==> config.mk <==
export PLATFORM = sky130hd
export DESIGN_NAME = tt_um_serial_adder_christ_flat
export DESIGN_NICKNAME = d
export VERILOG_FILES = /design/src/rtl/tt_um_serial_adder_christ_if.sv /design/src/rtl/tt_um_serial_adder_christ.sv /design/src/flat_wrapper.sv
export SDC_FILE = /design/constraint.sdc
export NUM_CORES = 1
export LEC_CHECK = 0
export CORE_AREA = 2 2 54 94
export DETAILED_ROUTE_END_ITERATION = 12
export DIE_AREA = 0 0 56 96
export PLACE_DENSITY = 0.93
export SLEW_MARGIN = 0
export SYNTH_ARGS = -nofsm -noshare
export SYNTH_HDL_FRONTEND = slang
export SYNTH_SLANG_ARGS = --single-unit
export TNS_END_PERCENT = 100
==> constraint.sdc <==
create_clock -name clk -period 2.82 [get_ports clk]
set_clock_uncertainty 0.05 [all_clocks]
set_input_delay 0.564 -clock clk [delete_from_list [all_inputs] [get_ports clk]]
set_output_delay 0.564 -clock clk [all_outputs]
set_load 0.02 [all_outputs]
==> src/rtl/tt_um_serial_adder_christ_if.sv <==
// Tiny Tapeout pin bundle for the serial adder tile: operand byte, control
// strobes in, result byte, status and output-enable out.
interface tt_um_serial_adder_christ_if;
   logic [7:0] ui_in;
   logic [7:0] uio_in;
   logic [7:0] uo_out;
   logic [7:0] uio_out;
   logic [7:0] uio_oe;

   modport master (output ui_in, output uio_in,
                   input uo_out, input uio_out, input uio_oe);
   modport slave  (input ui_in, input uio_in,
                   output uo_out, output uio_out, output uio_oe);
endinterface

==> src/rtl/tt_um_serial_adder_christ.sv <==
// Bit-serial WIDTH-bit add / subtract / accumulate tile. One full-adder cell
// processes one bit per clock, LSB first; the result and carry are published
// only when the last bit has been summed.
module tt_um_serial_adder_christ #(
   parameter int WIDTH = 8
) (
   input  logic clk,
   input  logic rst_n,
   input  logic ena,
   tt_um_serial_adder_christ_if.slave pins
);

   localparam logic [1:0] ST_IDLE = 2'd0;
   localparam logic [1:0] ST_RUN  = 2'd1;
   localparam logic [1:0] ST_DONE = 2'd2;
   localparam logic [3:0] LAST_BIT = 4'(WIDTH - 1);

   logic [1:0]       state;
   logic [WIDTH-1:0] a;
   logic [WIDTH-1:0] b;
   logic [WIDTH-1:0] op_a;
   logic [WIDTH-1:0] op_b;
   logic [WIDTH-1:0] sum;
   logic [WIDTH-1:0] result;
   logic [3:0]       count;
   logic             c;
   logic             carry;

   logic             load_a;
   logic             load_b;
   logic             start;
   logic             sub;
   logic             acc;
   logic             s;
   logic             c_next;
   logic [WIDTH-1:0] sum_shifted;
   logic [7:0]       uo;

   assign load_a = pins.uio_in[0];
   assign load_b = pins.uio_in[1];
   assign start  = pins.uio_in[2];
   assign sub    = pins.uio_in[3];
   assign acc    = pins.uio_in[4];

   // ena is always high on a powered tile and the upper strobes are spare.
   wire unused = &{1'b0, ena, pins.uio_in[7:5], pins.ui_in};

   // The single full-adder cell working on the current LSBs.
   assign s      = op_a[0] ^ op_b[0] ^ c;
   assign c_next = (op_a[0] & op_b[0]) | (op_a[0] & c) | (op_b[0] & c);

   // Partial sum shifted right with the new bit entering at the MSB; for a
   // one-bit tile this is just the new bit.
   always_comb begin
      sum_shifted            = sum >> 1;
      sum_shifted[WIDTH-1]   = s;
   end

   // Operand capture, launch, bit-serial stepping and result publication.
   always_ff @(posedge clk or negedge rst_n) begin
      if (!rst_n) begin
         state  <= ST_IDLE;
         a      <= '0;
         b      <= '0;
         op_a   <= '0;
         op_b   <= '0;
         sum    <= '0;
         result <= '0;
         count  <= '0;
         c      <= 1'b0;
         carry  <= 1'b0;
      end else begin
         case (state)
            ST_IDLE, ST_DONE: begin
               if (start) begin
                  // start wins over any load strobe in the same cycle
                  op_a  <= acc ? result : a;
                  op_b  <= sub ? ~b : b;
                  c     <= sub;
                  count <= '0;
                  sum   <= '0;
                  state <= ST_RUN;
               end else if (load_a || load_b) begin
                  if (load_a) a <= pins.ui_in[WIDTH-1:0];
                  if (load_b) b <= pins.ui_in[WIDTH-1:0];
                  state <= ST_IDLE;
               end
            end
            ST_RUN: begin
               op_a  <= op_a >> 1;
               op_b  <= op_b >> 1;
               c     <= c_next;
               sum   <= sum_shifted;
               count <= count + 4'd1;
               if (count == LAST_BIT) begin
                  result <= sum_shifted;
                  carry  <= c_next;
                  state  <= ST_DONE;
               end
            end
            default: state <= ST_IDLE;
         endcase
      end
   end

   // Result zero-extended onto the 8-bit output pins.
   always_comb begin
      uo             = '0;
      uo[WIDTH-1:0]  = result;
   end

   assign pins.uo_out  = uo;
   assign pins.uio_out = {carry, state == ST_DONE, state == ST_RUN, 5'b00000};
   assign pins.uio_oe  = 8'b1110_0000;

endmodule

==> src/flat_wrapper.sv <==
// flat-port wrapper written by rule: the top's interface ports become plain ports
module tt_um_serial_adder_christ_flat 
#(
   parameter int WIDTH = 8
)
  (clk, rst_n, ena, pins_ui_in, pins_uio_in, pins_uo_out, pins_uio_out, pins_uio_oe);
  tt_um_serial_adder_christ_if pins_i ();
  input  logic clk;
  input  logic rst_n;
  input  logic ena;
  input wire logic [$bits(pins_i.ui_in)-1:0] pins_ui_in;
  input wire logic [$bits(pins_i.uio_in)-1:0] pins_uio_in;
  output wire logic [$bits(pins_i.uo_out)-1:0] pins_uo_out;
  output wire logic [$bits(pins_i.uio_out)-1:0] pins_uio_out;
  output wire logic [$bits(pins_i.uio_oe)-1:0] pins_uio_oe;
  assign pins_i.ui_in = pins_ui_in;
  assign pins_i.uio_in = pins_uio_in;
  assign pins_uo_out = pins_i.uo_out;
  assign pins_uio_out = pins_i.uio_out;
  assign pins_uio_oe = pins_i.uio_oe;
  tt_um_serial_adder_christ #(.WIDTH(WIDTH)) u_core (.clk(clk), .rst_n(rst_n), .ena(ena), .pins(pins_i));
endmodule
==> results of run 1 <==
==> worst min path at each step <==
| stage | endpoint | slack (ns) | cells past startpoint |
|---|---|---|---|
| 2_1_floorplan | u_core.a[0]$_DFFE_PN0P_ | 0.22 | 0 |
| 3_3_place_gp | u_core.a[0]$_DFFE_PN0P_ | 0.42 | 1 |
| 3_5_place_dp | u_core.a[7]$_DFFE_PN0P_ | 0.43 | 1 |
| 4_1_cts | u_core.sum[7]$_DFFE_PN0P_ | 0.24 | 1 |
| 5_1_grt | u_core.op_a[2]$_DFFE_PN0P_ | 0.27 | 1 |
| 6_report | u_core.count[0]$_DFFE_PN0P_ | 0.22 | 1 |
==> registers in the layout, summed over array words and instances, names as in the netlist <==
signal	flops
u_core.a	8
u_core.carry	1
u_core.b	8
u_core.count	4
u_core.pins.uo_out	8
u_core.state	2
u_core.sum	7
u_core.op_a	8
u_core.c	1
u_core.op_b	8
==> metal layers <==
metal	share of wire [%]	global-route usage, %
met5	0	0
met4	3.0	8.532
met3	4.3	3.495
met2	53	32.35
met1	40	24.26
==> synth_stat cells, types with 2 or more instances <==
library cell and instances:
dfrtp_1 55, buf_4 18, nor2_1 17, mux2_1 16, a221o_1 14, a22o_1 11
mux2i_1 10, mux2_4 9, xnor2_1 8, buf_2 7, nand2_1 3, and2_1 2
conb_1 2, nor2b_1 2
==> final cells by class <==
cell class | instances | area [µm²]
timing repair buffer | 29 | 275.3
clock buffer | 5 | 68.82
tap | 52 | 65.06
multi-input combinational | 118 | 997.2
sequential | 55 | 1376
clock inverter | 3 | 27.53
fill | 345 | 1814
==> cells by family after synthesis <==
logic type,after synthesis,share of synthesized area (%)
xor+xnor,9,3.136
other cells,2,0.2988
fa+ha+maj,2,1.294
simple gates,30,6.172
buf+inv,26,7.217
compound gates,29,10.60
flops,55,54.75
mux,35,16.53
==> metrics by stage <==
stage	cells	setup WS, ns	cell area [µm²]
3_3_place_gp	254	0.7011	2714
4_1_cts	262	0.5902	2810
3_5_place_dp	254	0.6179	2714
5_1_grt	262	0.5469	2810
2_1_floorplan	199	1.198	2555
6_report	262	0.6023	2810
==> power groups by stage <==
stage,logic [µW],registers (µW),clock network (µW)
floorplan,861,1380,0
global placement,1120,1380,0
detailed placement,1160,1400,0
CTS,1170,1390,456
global route,1270,1440,493
finish,1160,1390,451
==> run metrics, run 1 <==
Max clock buf depth=2; Overflow after GRT=0; postcts setup bufs=0; TritonCTS buffer count=5; Post-synth EDFFs=0; r2r endpoint=u_core.op_a[2]$_DFFE_PN0P_; P_int=between 1500 and 2000 µW; initial antenna violation count=0; Worst EP required=roughly 2.2 ns; port bufs=25; cell area after synthesis=0.002514 mm²; fin nets=230; RSZ-0062 raised after global routing=false; core area=~0.0046 mm²; WP buf/inv=1; final WL=4626 µm; Largest stage delay, worst path=about 0.61 ns; sequential area share after synthesis=between 50% and 60%; Setup-failing EPs final=0; largest net degree at the start of global routing=32; clk root buf=clkbuf_8; post-route ant nets=0; Top Ports=43; setup tns final=0 ns; first-pass GRT wire length=between 7000 and 8000 µm; Reg clk slew, reported paths=0.10 ns; CTS tree=built; Worst-Margin Slew=approximately 0.67 ns; start point of the critical path=u_core.state[1]$_DFFE_PN0P_; Area Growth Syn to Fin=11.80%; leak pwr=~0.0013 µW; Peak VDD IR=roughly 0.68 mV; Sw Ratio=35.30%; Final Max Tran Viols=0; total global-route track usage=approximately 19%; CP max FO=3; area leader, netlist=dfrtp_1; initial core utilization=about 54%; Routability Congestion=around 0.74; Post-synth top flop=dfrtp_1; post-synth cell types=28; Crit Path Class=flop to output port; routed len/inst=17.66 µm; Power Total=between 3000 and 4000 µW; Core Rows=33; # hold bufs at CTS=0; clock share of power=15.0%; Final Core Density=between 60% and 70%; largest cells by area after synthesis=dfrtp_1 55%, mux2_1 7.2%, a221o_1 5.6%, buf_4 5.4%, mux2_4 5.4%; synthesized flop and latch total=55; status=finished, final reports clean; Die Span X=roughly 56 µm; flop-to-flop setup slack=~1.1 ns; Yosys warning count=0; die area=around 0.0054 mm²; CP Depth=2; Die Y=around 96 µm; clock period minus final worst setup slack=between 2 and 2.5 ns; Top delay family on crit path=buffers and inverters; Clock Latency Late Sink=approximately 0.31 ns; Worst Setup Start Kind=flop; fmax=450.9 MHz; antenna cells=0; Async SR Flop Fraction=100.0%; placed wire-length estimate=between 3000 and 4000 µm; Hold Slack=~0.22 ns; crit-path cells=and2b_4, clkdlybuf4s50_1; worst hold path class=input port to async pin; via/cell ratio=between 5 and 6; sw power=1059 µW; number of detailed-route iterations in the first pass=4; register share of total power=about 46%; via count=~1.5k; WP data arrival=roughly 1.6 ns; CP Capture Type=output port; Final Hold Fails=0; Yosys top cell area share=between 50% and 60%; # DRC=0; final worst-path cycle share=78.64%; Mean Syn Cell Area=roughly 13 µm²; H-tree levels=2; layout cells sized above 1=approximately an eighth; Slowest cell on crit path=clkdlybuf4s50_1; CP Capture Point=pins_uio_out[5]; Post-Synthesis Cells=between 150 and 200; slew margin rel.=a little under three fifths; post-CTS sizing=0; RR Startpoint=u_core.state[0]$_DFFE_PN0P_; leading cell type in the layout, fill and taps excluded=dfrtp_1; CTS sink cnt=55; P per Cell Area=~1100 mW/mm²; reg2reg path depth=4; drt initial violations=63; Max Cap Violations=0; vias in the first global route=approximately 1.5k; power share of the combinational group=~39%; commonest non-fill, non-tap cells in the layout=55 x dfrtp_1, 24 x clkdlybuf4s50_1, 17 x nor2_1
Power figures use the tool's default switching activity.
==> run 2, diff against run 1 <==
--- a/config.mk
+++ b/config.mk
@@ -5,10 +5,10 @@
 export SDC_FILE = /design/constraint.sdc
 export NUM_CORES = 1
 export LEC_CHECK = 0
-export CORE_AREA = 2 2 54 94
+export CORE_AREA = 2 2 56 97
 export DETAILED_ROUTE_END_ITERATION = 12
-export DIE_AREA = 0 0 56 96
-export PLACE_DENSITY = 0.93
+export DIE_AREA = 0 0 58 99
+export PLACE_DENSITY = 0.88
 export SLEW_MARGIN = 0
 export SYNTH_ARGS = -nofsm -noshare
 export SYNTH_HDL_FRONTEND = slang
==> constraint.sdc (replaced) <==
create_clock -name clk -period 2.1 [get_ports clk]
set_clock_uncertainty 0.05 [all_clocks]
set_input_delay 0.42 -clock clk [delete_from_list [all_inputs] [get_ports clk]]
set_output_delay 0.42 -clock clk [all_outputs]
set_load 0.02 [all_outputs]
==> run 2 against run 1 <==
Against the previous run: register-to-register slack got worse by 0.73 ns; hold slack better by 0.24 ns; sequential share of layout area down 0.98 points; via count hardly changed; sequential power rose by 35%; combinational power grew 39%; non-clock buffer count increased by 7; critical endpoint is now pins_uio_out[6].
==> run metrics, run 2 (synthesized netlist as in run 1, its figures left out) <==
status=finished, final reports clean; Overflow after GRT=0; r2r endpoint=u_core.op_a[4]$_DFFE_PN0P_; CTS tree=built; fmax=about 520 MHz; setup tns final=0 ns; worst hold path class=flop to flop; CTS sink cnt=55; H-tree levels=2; commonest non-fill, non-tap cells in the layout=55 x dfrtp_1, 23 x clkdlybuf4s50_1, 17 x nor2_1; via count=approximately 1.5k; Die Y=~100 µm; Worst EP required=1.63 ns; Area Growth Syn to Fin=14.09%; Max Cap Violations=0; Power Total=4055 µW; power share of the combinational group=approximately two fifths; reg2reg path depth=5; Final Max Tran Viols=0; leading cell type in the layout, fill and taps excluded=dfrtp_1; P per Cell Area=between 1000 and 1500 mW/mm²; fin nets=between 200 and 250; RSZ-0062 raised after global routing=false; WP data arrival=around 1.4 ns; routed len/inst=around 17 µm; Slowest cell on crit path=clkdlybuf4s50_1; Sw Ratio=between 30% and 40%; # DRC=0; flop-to-flop setup slack=roughly 0.37 ns; Routability Congestion=just under 0.8; CP Capture Type=output port; Setup-failing EPs final=0; postcts setup bufs=0; Top Ports=43; crit-path cells=nor2b_1, clkdlybuf4s50_1; post-route ant nets=0; P_int=about 2600 µW; total global-route track usage=roughly 18%; TritonCTS buffer count=5; antenna cells=0; Core Rows=34; Reg clk slew, reported paths=around 0.09 ns; CP Depth=2; start point of the critical path=u_core.state[0]$_DFFE_PN0P_; final worst-path cycle share=90.95%; initial antenna violation count=0; port bufs=25; initial core utilization=about half; CP max FO=5; sw power=around 1400 µW; Top delay family on crit path=buffers and inverters; placed wire-length estimate=between 3000 and 4000 µm; layout cells sized above 1=between 10 and 15%; Peak VDD IR=a little under 0.8 mV; clk root buf=clkbuf_8; Largest stage delay, worst path=about 0.6 ns; final WL=4551 µm; Worst Setup Start Kind=flop; core area=0.004935 mm²; Die Span X=a little under 60 µm; vias in the first global route=between 1k and 1.5k; CP Capture Point=pins_uio_out[6]; Max clock buf depth=2; first-pass GRT wire length=between 7000 and 8000 µm; largest net degree at the start of global routing=30; FILL cells=about 400; clock period minus final worst setup slack=1.910 ns; clock share of power=about 14%; Final Hold Fails=0; register share of total power=a little under half; WP buf/inv=1; number of detailed-route iterations in the first pass=4; die area=roughly 0.0057 mm²; RR Startpoint=u_core.state[1]$_DFFE_PN0P_; Crit Path Class=flop to output port; leak pwr=between 0.001 and 0.0015 µW; drt initial violations=25; via/cell ratio=between 5 and 6; Clock Latency Late Sink=roughly 0.31 ns
run 2: metal layers:
layer	share of wire (%)	track usage [%]	vias up
li1	-	-	695
met1	39	22.54	763
met2	55	29.46	41
met3	3.4	3.543	8
met4	2.4	8.229	0
met5	0	0	-
run 2: power by group through the flow:
stage                     combinational (µW)  clock, µW  sequential (µW)
after floorplan                         1160          0             1860
after global placement                  1570          0             1870
after detailed placement                1640          0             1890
after CTS                               1630        580             1870
after global routing                    1740        627             1930
final                                   1610        568             1880
run 2: cell type report:
type	count	area [µm²]	area share, %
multi-input cells	118	997.2	34.77
repair buffers	36	341.6	11.91
flip-flops and latches	55	1376	47.99
clock buffers	6	72.57	2.531
well taps	54	67.56	2.356
clock inverters	2	12.51	0.4363
run 2: worst min path at each step:
stage | to | cells past startpoint | start | slack [ns]
floorplan | u_core.a[0]$_DFFE_PN0P_ | 0 | rst_n | 0.07
global placement | u_core.state[0]$_DFFE_PN0P_ | 1 | rst_n | 0.32
detailed placement | u_core.state[1]$_DFFE_PN0P_ | 1 | rst_n | 0.32
CTS | u_core.a[0]$_DFFE_PN0P_ | 1 | u_core.a[0]$_DFFE_PN0P_ | 0.45
global route | u_core.b[2]$_DFFE_PN0P_ | 1 | u_core.b[2]$_DFFE_PN0P_ | 0.48
finish | u_core.a[0]$_DFFE_PN0P_ | 1 | u_core.a[0]$_DFFE_PN0P_ | 0.45
run 2: repair_timing:
action	in CTS	in global routing
hold buffers	1	0
resized for setup	1	0
endpoints found under the setup margin	1	0
endpoints found under the hold margin	17	0
run 2: stage by stage:
| step | instances | instance area, µm² | hold WS (ns) | setup slack (ns) | util (%) |
|---|---|---|---|---|---|
| 2_1_floorplan | 199 | 2555 | 0.07441 | 0.6216 | - |
| 3_3_place_gp | 262 | 2774 | 0.3234 | 0.1247 | 56.21 |
| 3_5_place_dp | 262 | 2774 | 0.3221 | 0.07163 | 56.21 |
| 4_1_cts | 271 | 2868 | 0.4512 | 0.1778 | 58.11 |
| 5_1_grt | 271 | 2868 | 0.4815 | 0.1248 | 58.11 |
| 6_report | 271 | 2868 | 0.4531 | 0.1900 | 58.11 |
==> run 3, diff against run 2 <==
--- a/config.mk
+++ b/config.mk
@@ -8,6 +8,7 @@
 export CORE_AREA = 2 2 56 97
 export DETAILED_ROUTE_END_ITERATION = 12
 export DIE_AREA = 0 0 58 99
+export GPL_ROUTABILITY_DRIVEN = 1
 export PLACE_DENSITY = 0.88
 export SLEW_MARGIN = 0
 export SYNTH_ARGS = -nofsm -noshare
==> results of run 3 <==
The final DEF is identical to that of run 2; final timing and power are the same.
